File: src/rtl/fifo_stream_reader.sv
// Read-side adapter: FIFO pop interface -> valid/ready stream, with credit-based reads.
// Optional word_count output and counter enabled by defining READER_COUNT_EN.
module fifo_stream_reader #(
    parameter int WIDTH       = 8,
    parameter int RD_LATENCY  = 1,
    parameter int COUNT_WIDTH = 16
) (
    input  logic             clk,
    input  logic             rst,
    input  logic             fifo_empty,
    output logic             fifo_rd,
    input  logic [WIDTH-1:0] fifo_data,
    output logic             out_valid,
    input  logic             out_ready,
    output logic [WIDTH-1:0] out_data
`ifdef READER_COUNT_EN
    ,
    output logic [COUNT_WIDTH-1:0] word_count
`endif
);

    localparam int DEPTH = RD_LATENCY + 2;
    localparam int PW    = $clog2(DEPTH);
    localparam int OW    = $clog2(DEPTH + 1);

    generate
        if (RD_LATENCY != 1 && RD_LATENCY != 2) begin : g_bad_latency
            $error("fifo_stream_reader: RD_LATENCY must be 1 or 2");
        end
        if (COUNT_WIDTH < 1) begin : g_bad_count
            $error("fifo_stream_reader: COUNT_WIDTH must be at least 1");
        end
    endgenerate

    logic [WIDTH-1:0]      slots [DEPTH];
    logic [PW-1:0]         head, tail;
    logic [OW-1:0]         occ;
    logic [RD_LATENCY-1:0] pend, pend_nxt;
    logic [OW-1:0]         inflight;
    logic                  capture, xfer;

    function automatic logic [PW-1:0] bump(input logic [PW-1:0] p);
        return (p == PW'(DEPTH - 1)) ? '0 : p + 1'b1;
    endfunction

    always_comb begin
        inflight = '0;
        for (int i = 0; i < RD_LATENCY; i++)
            inflight = inflight + OW'(pend[i]);
    end

    // Every issued read owns a slot until it is delivered, so captures never overflow.
    assign fifo_rd   = !rst && !fifo_empty &&
                       (({1'b0, occ} + {1'b0, inflight}) < (OW + 1)'(DEPTH));
    assign capture   = pend[0];
    assign out_valid = (occ != '0);
    assign out_data  = slots[head];
    assign xfer      = out_valid && out_ready;

    always_comb begin
        pend_nxt = '0;
        for (int i = 0; i < RD_LATENCY - 1; i++)
            pend_nxt[i] = pend[i + 1];
        pend_nxt[RD_LATENCY-1] = fifo_rd;
    end

    always_ff @(posedge clk or posedge rst) begin
        if (rst) begin
            head <= '0;
            tail <= '0;
            occ  <= '0;
            pend <= '0;
            for (int i = 0; i < DEPTH; i++)
                slots[i] <= '0;
        end else begin
            pend <= pend_nxt;
            if (capture) begin
                slots[tail] <= fifo_data;
                tail        <= bump(tail);
            end
            if (xfer)
                head <= bump(head);
            case ({capture, xfer})
                2'b10:   occ <= occ + 1'b1;
                2'b01:   occ <= occ - 1'b1;
                default: occ <= occ;
            endcase
        end
    end

`ifdef READER_COUNT_EN
    always_ff @(posedge clk or posedge rst) begin
        if (rst)
            word_count <= '0;
        else if (xfer)
            word_count <= word_count + 1'b1;
    end
`endif

endmodule

File: config.mk
export PLATFORM = sky130hd
export DESIGN_NAME = fifo_stream_reader
export DESIGN_NICKNAME = d
export VERILOG_FILES = /design/src/rtl/fifo_stream_reader.sv
export SDC_FILE = /design/constraint.sdc
export NUM_CORES = 1
export LEC_CHECK = 0
export BUFFER_PORTS_ARGS = -buffer_cell sky130_fd_sc_hd__buf_2
export CAP_MARGIN = 40
export CORE_ASPECT_RATIO = 0.5
export CORE_MARGIN = 2
export CORE_UTILIZATION = 42
export DETAILED_ROUTE_END_ITERATION = 8
export PLACE_DENSITY = 0.61
export SLEW_MARGIN = 20
export SYNTH_ARGS = -nofsm -noshare
export SYNTH_HDL_FRONTEND = slang
export SYNTH_SLANG_ARGS = --single-unit
File: constraint.sdc
create_clock -name clk -period 2.25 [get_ports clk]
set_input_delay 0.45 -clock clk [delete_from_list [all_inputs] [get_ports clk]]
set_output_delay 0.45 -clock clk [all_outputs]
set_load 0.05 [all_outputs]
==> results of run 1 <==
## cell type report
| type | instances | area share |
|---|---|---|
| timing repair buffer | 28 | 0.0941 |
| tap | 40 | 0.0287 |
| clock inverter | 1 | 0.00287 |
| multi-input combinational | 67 | 0.372 |
| inverter | 4 | 0.00862 |
| clock buffer | 6 | 0.0474 |
| sequential | 31 | 0.446 |
## layout by cell type (no fill, tap or decap), drive strengths merged
cell type  instances
nand3              1
nor2b              1
a2111oi            1
ha                 3
nand2              8
o22ai              5
mux2i              8
nor3               2
nor2               1
xor2               1
o21ai              5
a21o               2
clkinv             1
inv                4
mux2              25
or3                1
or2                1
dfrtp             31
buf               28
xnor2              2
clkbuf             6
## metrics by stage
stage	instances	instance area, sq um	util	total power, mW
after floorplan	106	1450	-	2.19
after global placement	168	1620	0.518	2.47
after detailed placement	168	1620	0.518	2.50
after CTS	175	1710	0.549	2.96
after global routing	177	1740	0.559	3.15
final	177	1740	0.559	2.96
## registers in the layout, indices dropped and copies added, names as in the netlist
name,count
tail,2
slots,24
occ,2
head,2
capture,1
## routing by layer
metal  GRT usage  vias to the layer above
li1            -                      439
met1       0.202                      434
met2       0.237                       19
met3      0.0603                        5
met4      0.0656                        0
met5           0                        -
## tightest hold or removal path, delay by kind of cell
| family | cells | cell delay, ns |
|---|---|---|
| buf+inv | 3 | 0.52 |
## power groups by stage
stage	sequential [mW]	clock, mW	combinational [mW]
after floorplan	0.974	0	1.21
after global placement	1.02	0	1.45
after detailed placement	1.03	0	1.47
after CTS	1.03	0.450	1.48
after global routing	1.07	0.474	1.61
final	1.02	0.439	1.50
## what timing repair did
item / in CTS / in global routing
resized for setup: 3 / 2
gates cloned: 0 / 0
setup buffers: 0 / 2
pin swaps: 1 / 1
endpoints found under the setup margin: 1 / 1
## cell families after synthesis
kind of cell | synth area share
AOI/OAI and AO/OA | 0.0560
xor gates and xnor gates | 0.0184
buffers and inverters | 0.0280
and+or+nand+nor | 0.0551
muxes | 0.274
adders and majority gates | 0.0262
DFF | 0.542
## how the worst min path moves through the flow
stage / startpoint / endpoint / cells past startpoint
after floorplan: occ[1] / occ[1] / 1
after global placement: slots[14] / slots[14] / 1
after CTS: rst / slots[23] / 3
after detailed placement: slots[14] / slots[14] / 1
final: rst / capture / 3
after global routing: rst / slots[2] / 3
==> impl_metrics.py, run 1 <==
metrics = {
    "worst_setup_path": {
        "end_kind": "primary output",
        "regToRegStartpoint": "capture",
        "cp-start-kind": "flip-flop",
        "path_class": "flip-flop to primary output",
        "max_stage_delay_ns": 0.43,
        "path_depth": 4,
        "critPathTopFamily": "flip-flops",
        "r2r-end": "slots[1]",
        "crit_slowest_cell": "dfrtp_2",
        "cp_data_arrival_time_ns": 1.70,
        "regToRegSetupSlack_ns": 0.65,
        "cp.required_ns": 1.80,
        "crit_end": "fifo_rd",
        "path_cells": "ha_2 -> ha_4 -> a2111oi_4 -> buf_6",
        "crit_fanout": 4,
        "timing.reg2reg.worst_path_depth": 3,
        "critPathLaunch": "occ[0]",
        "crit_buf_inv": 1,
    },
    "yosys": {
        "synthFlopType": "dfrtp_1",
        "syn_area_sq_um": 1430,
        "ys_seq_area_frac": 0.542,
        "async_reset_ff_frac": 1.00,
        "synth_cell_types": 24,
        "yosysTopAreaCellShare": 0.542,
        "synth.most_common_cell": "dfrtp_1",
        "syn_avg_cell_area_sq_um": 13.5,
        "synth_area_leader_cell": "dfrtp_1",
        "synthesis.nets": 121,
        "synthTopCellsByArea": "dfrtp_1, mux2_2, mux2_4, mux2i_1, ha_1",
        "synth_seq_cells": 31,
        "synth_warnings": 0,
        "synth_enable_flop_cells": 0,
        "synth_cells": 106,
        "netlist_top_cells_count": "dfrtp_1, mux2_2, mux2_4, mux2i_1, nand2_1",
    },
    "floorplanning": {
        "die_h_microns": 45.3,
        "num_rows": 14,
        "start_util": 0.459,
        "io_pins": 22,
        "die_x_microns": 86.5,
        "die_area_sq_um": 3920,
        "core_area_sq_um": 3120,
    },
    "clocking": {
        "cts_hold_buffers": 0,
        "root_buffer": "clkbuf_8",
        "insertion_delay_ns": 0.28,
        "cts_buffers": 5,
        "cts_sinks": 31,
        "clkTransAtPathRegs_ns": 0.06,
        "ctsLongestPathBuffers": 2,
        "cts_tree": "built",
        "htreeDepth": 2,
    },
    "sta": {
        "fmax_mhz": 465,
        "holdWs_ns": 0.271,
        "min_period_over_period": 0.956,
        "hold_violations": 0,
        "slew_headroom": 0.611,
        "drv_slew": 0,
        "skew_ns": 0.00357,
        "finalCriticalPeriod_ns": 2.15,
        "finalSetupViolations": 0,
        "rsz0062_at_grt": "false",
        "worst_slew_pin_slew_ns": 0.584,
        "fin_tns_setup_ns": 0,
        "layout_setup_ws_ns": 0.0984,
    },
    "final_layout": {
        "drive_gt1_frac": 0.489,
        "nets": 152,
        "num_antenna_cells": 0,
        "regArea_sq_um": 777,
        "area_growth_pct": 21.8,
        "fillers": 276,
        "multi_input_area_sq_um": 648,
    },
    "power": {
        "p_seq_frac": 0.346,
        "vdd_drop_max_mv": 0.750,
        "p_int_mw": 1.70,
        "p_clk_frac": 0.148,
        "p_leak_nw": 0.820,
        "pwr_density_cell_nw_per_um2": 1700,
        "p_sw_frac": 0.426,
        "comb_power_share": 0.507,
        "p_sw_mw": 1.26,
    },
    "min_path": {
        "hold_class": "input pin to asynchronous set/reset pin",
    },
    "run_status": {
        "status": "completed",
    },
    "grt": {
        "grt_pass1_wl_mm": 4.42,
        "grt_start_max_net_pins": 32,
        "antenna_found_initial": 0,
        "grt_usage": 0.155,
        "grt_pass1_vias": 956,
        "overflow": 0,
    },
    "routing": {
        "drtAntennaViolNets": 0,
        "wl_met2_mm": 1.11,
        "via_per_inst": 5.07,
        "met1_length_mm": 1.31,
        "routedWlPerCell_microns": 14.6,
        "drt_iter0_markers": 27,
        "top_layer_used": "met4",
        "finalWirelength_mm": 2.59,
        "drc": 0,
        "wl_met3_microns": 142,
        "dr.pass1.iters": 4,
        "vias": 897,
    },
    "placement": {
        "dp_hpwl_mm": 1.74,
        "gp_congestion": 0.682,
        "place_ws_ns": 0.175,
        "portBuffers": 21,
    },
    "run": {
        "cap_violations": 0,
    },
}
No activity file was read; power rests on OpenSTA's default activity.
==> inputs of run 2 (changes only) <==
--- a/config.mk
+++ b/config.mk
@@ -5,6 +5,7 @@
 export SDC_FILE = /design/constraint.sdc
 export NUM_CORES = 1
 export LEC_CHECK = 0
+export ABC_AREA = 1
 export BUFFER_PORTS_ARGS = -buffer_cell sky130_fd_sc_hd__buf_2
 export CAP_MARGIN = 40
 export CORE_ASPECT_RATIO = 0.5
@@ -12,6 +13,7 @@
 export CORE_UTILIZATION = 42
 export DETAILED_ROUTE_END_ITERATION = 8
 export PLACE_DENSITY = 0.61
+export RECOVER_POWER = 100
 export SLEW_MARGIN = 20
 export SYNTH_ARGS = -nofsm -noshare
 export SYNTH_HDL_FRONTEND = slang
==> impl_metrics.py, run 2 <==
metrics = {
    "run_status": {
        "status": "completed",
    },
    "worst_setup_path": {
        "crit_buf_inv": 1,
        "crit_fanout": 7,
        "critPathTopFamily": "adder cells",
        "path_class": "flip-flop to primary output",
        "cp_data_arrival_time_ns": 1.65,
        "crit_slowest_cell": "dfrtp_1",
        "max_stage_delay_ns": 0.45,
        "path_cells": "ha_1 -> ha_1 -> nand2_1 -> nand2_1 -> nor2_1 -> buf_4",
        "end_kind": "primary output",
        "cp-start-kind": "flip-flop",
        "cp.required_ns": 1.80,
    },
    "routing": {
        "via_per_inst": 4.85,
        "drtAntennaViolNets": 0,
        "dr.pass1.iters": 4,
        "drt_iter0_markers": 38,
        "finalWirelength_mm": 2.76,
        "vias": 1126,
        "routedWlPerCell_microns": 11.9,
        "drc": 0,
    },
    "yosys": {
        "syn_avg_cell_area_sq_um": 8.77,
        "yosysTopAreaCellShare": 0.542,
        "synth_warnings": 0,
        "synthFlopType": "dfrtp_1",
        "async_reset_ff_frac": 1.00,
        "synth_cell_types": 15,
        "synth.most_common_cell": "nand2_1",
        "ys_seq_area_frac": 0.542,
        "syn_area_sq_um": 1430,
        "synthesis.nets": 178,
        "synthTopCellsByArea": "dfrtp_1, nand2_1, inv_1, o21ai_2, o21ai_0",
        "synth_area_leader_cell": "dfrtp_1",
        "synth_cells": 163,
        "synth_enable_flop_cells": 0,
        "netlist_top_cells_count": "nand2_1, dfrtp_1, inv_1",
        "synth_seq_cells": 31,
    },
    "placement": {
        "placed_cells": 224,
        "placed_area_sq_um": 1570,
        "gp_congestion": 0.708,
        "portBuffers": 21,
        "dp_hpwl_mm": 1.81,
    },
    "final_layout": {
        "layoutNonFillerInstCount": 232,
        "layout_commonest_cell": "nand2_1",
        "design_area_sq_um": 1640,
        "area_growth_pct": 14.6,
        "nets": 206,
        "num_antenna_cells": 0,
        "largest-register": "slots",
        "largest_register_ffs": 24,
        "drive_gt1_frac": 0.161,
        "layout_common_cells": "nand2_1, dfrtp_1, o21ai_0",
    },
    "sta": {
        "skew_ns": 0.00285,
        "finalSetupViolations": 0,
        "drv_slew": 0,
        "fmax_mhz": 477,
        "min_period_over_period": 0.932,
        "rsz0062_at_grt": "false",
        "worst_slew_pin_slew_ns": 0.641,
        "finalCriticalPeriod_ns": 2.10,
        "fin_tns_setup_ns": 0,
        "slew_headroom": 0.571,
        "hold_violations": 0,
    },
    "clocking": {
        "ctsLongestPathBuffers": 2,
        "postCtsSetupBuffers": 0,
        "cts_tree": "built",
        "cts_resized": 0,
        "clkTransAtPathRegs_ns": 0.06,
        "cts_buffers": 5,
        "root_buffer": "clkbuf_8",
        "cts_hold_buffers": 0,
        "htreeDepth": 2,
        "insertion_delay_ns": 0.28,
        "cts_sinks": 31,
    },
    "grt": {
        "grt_start_max_net_pins": 32,
        "overflow": 0,
        "grt_pass1_wl_mm": 4.66,
        "grt_usage": 0.167,
        "grt_pass1_vias": 1005,
        "antenna_found_initial": 0,
    },
    "power": {
        "p_leak_nw": 0.885,
        "vdd_drop_max_mv": 0.678,
        "pwr_density_cell_nw_per_um2": 1740,
    },
    "floorplanning": {
        "die_area_sq_um": 3920,
        "start_util": 0.459,
        "io_pins": 22,
        "die_x_microns": 86.5,
        "num_rows": 14,
        "core_area_sq_um": 3120,
        "die_h_microns": 45.3,
    },
    "min_path": {
        "hold_class": "input pin to asynchronous set/reset pin",
    },
    "run": {
        "cap_violations": 0,
    },
}
## run 2: power by group
group | switching (mW) | internal, mW | leakage [nW]
Combinational | 0.941 | 0.355 | 0.446
Sequential | 0.159 | 0.832 | 0.377
Clock | 0.210 | 0.358 | 0.0612
## run 2: final timing paths
| check | to | from | slack, ns | cells past startpoint |
|---|---|---|---|---|
| min in group clk | capture | fifo_empty | 0.32 | 2 |
| worst max-delay path | fifo_rd | capture | 0.15 | 6 |
| worst max register to register | slots[8] | capture | 0.81 | 2 |
| worst min-delay path | occ[1] | rst | 0.23 | 3 |
| worst min register to register | slots[18] | slots[18] | 0.49 | 2 |
| max in group asynchronous | slots[4] | rst | 1.74 | 3 |
## run 2: cells by family (layout without fill, tap and decap cells)
| kind of cell | after synthesis | after routing | synth area share |
|---|---|---|---|
| buffers and inverters | 22 | 51 | 0.0735 |
| flip-flops | 31 | 31 | 0.542 |
| XOR/XNOR | 1 | 1 | 0.00613 |
| AO/OA/AOI/OAI | 26 | 26 | 0.112 |
| adder cells (fa/ha/maj) | 3 | 3 | 0.0262 |
| AND/OR/NAND/NOR | 80 | 80 | 0.240 |
## run 2: layout make-up
| cell class | instances | area (sq um) |
|---|---|---|
| Clock buffer | 6 | 82.6 |
| Clock inverter | 2 | 35.0 |
| Fill cell | 315 | 1480 |
| Inverter | 19 | 71.3 |
| Multi-Input combinational cell | 110 | 497 |
| Sequential cell | 31 | 776 |
| Tap cell | 40 | 50.0 |
| Timing Repair Buffer | 24 | 128 |
## run 2: worst register-to-register path, stage by stage, from the launching register on
cell,delay [ns]
dfrtp_1,0.45
nand3_1,0.51
o21ai_0,0.38
## run 2: per-stage QoR
stage	setup slack, ns	util	total power, mW	hold slack, ns
2_1_floorplan	0.108	-	2.07	0.453
3_3_place_gp	0.382	0.505	2.35	0.464
3_5_place_dp	0.352	0.505	2.38	0.468
4_1_cts	0.0355	0.543	2.96	0.259
5_1_grt	0.0367	0.526	3.07	0.287
6_report	0.154	0.526	2.86	0.226
## run 2: per-layer routing
metal | track usage | part of all wire | vias up
li1 | - | - | 569
met1 | 0.230 | 0.54 | 524
met2 | 0.235 | 0.40 | 27
met3 | 0.0548 | 0.043 | 6
met4 | 0.0938 | 0.016 | 0
met5 | 0 | 0 | -
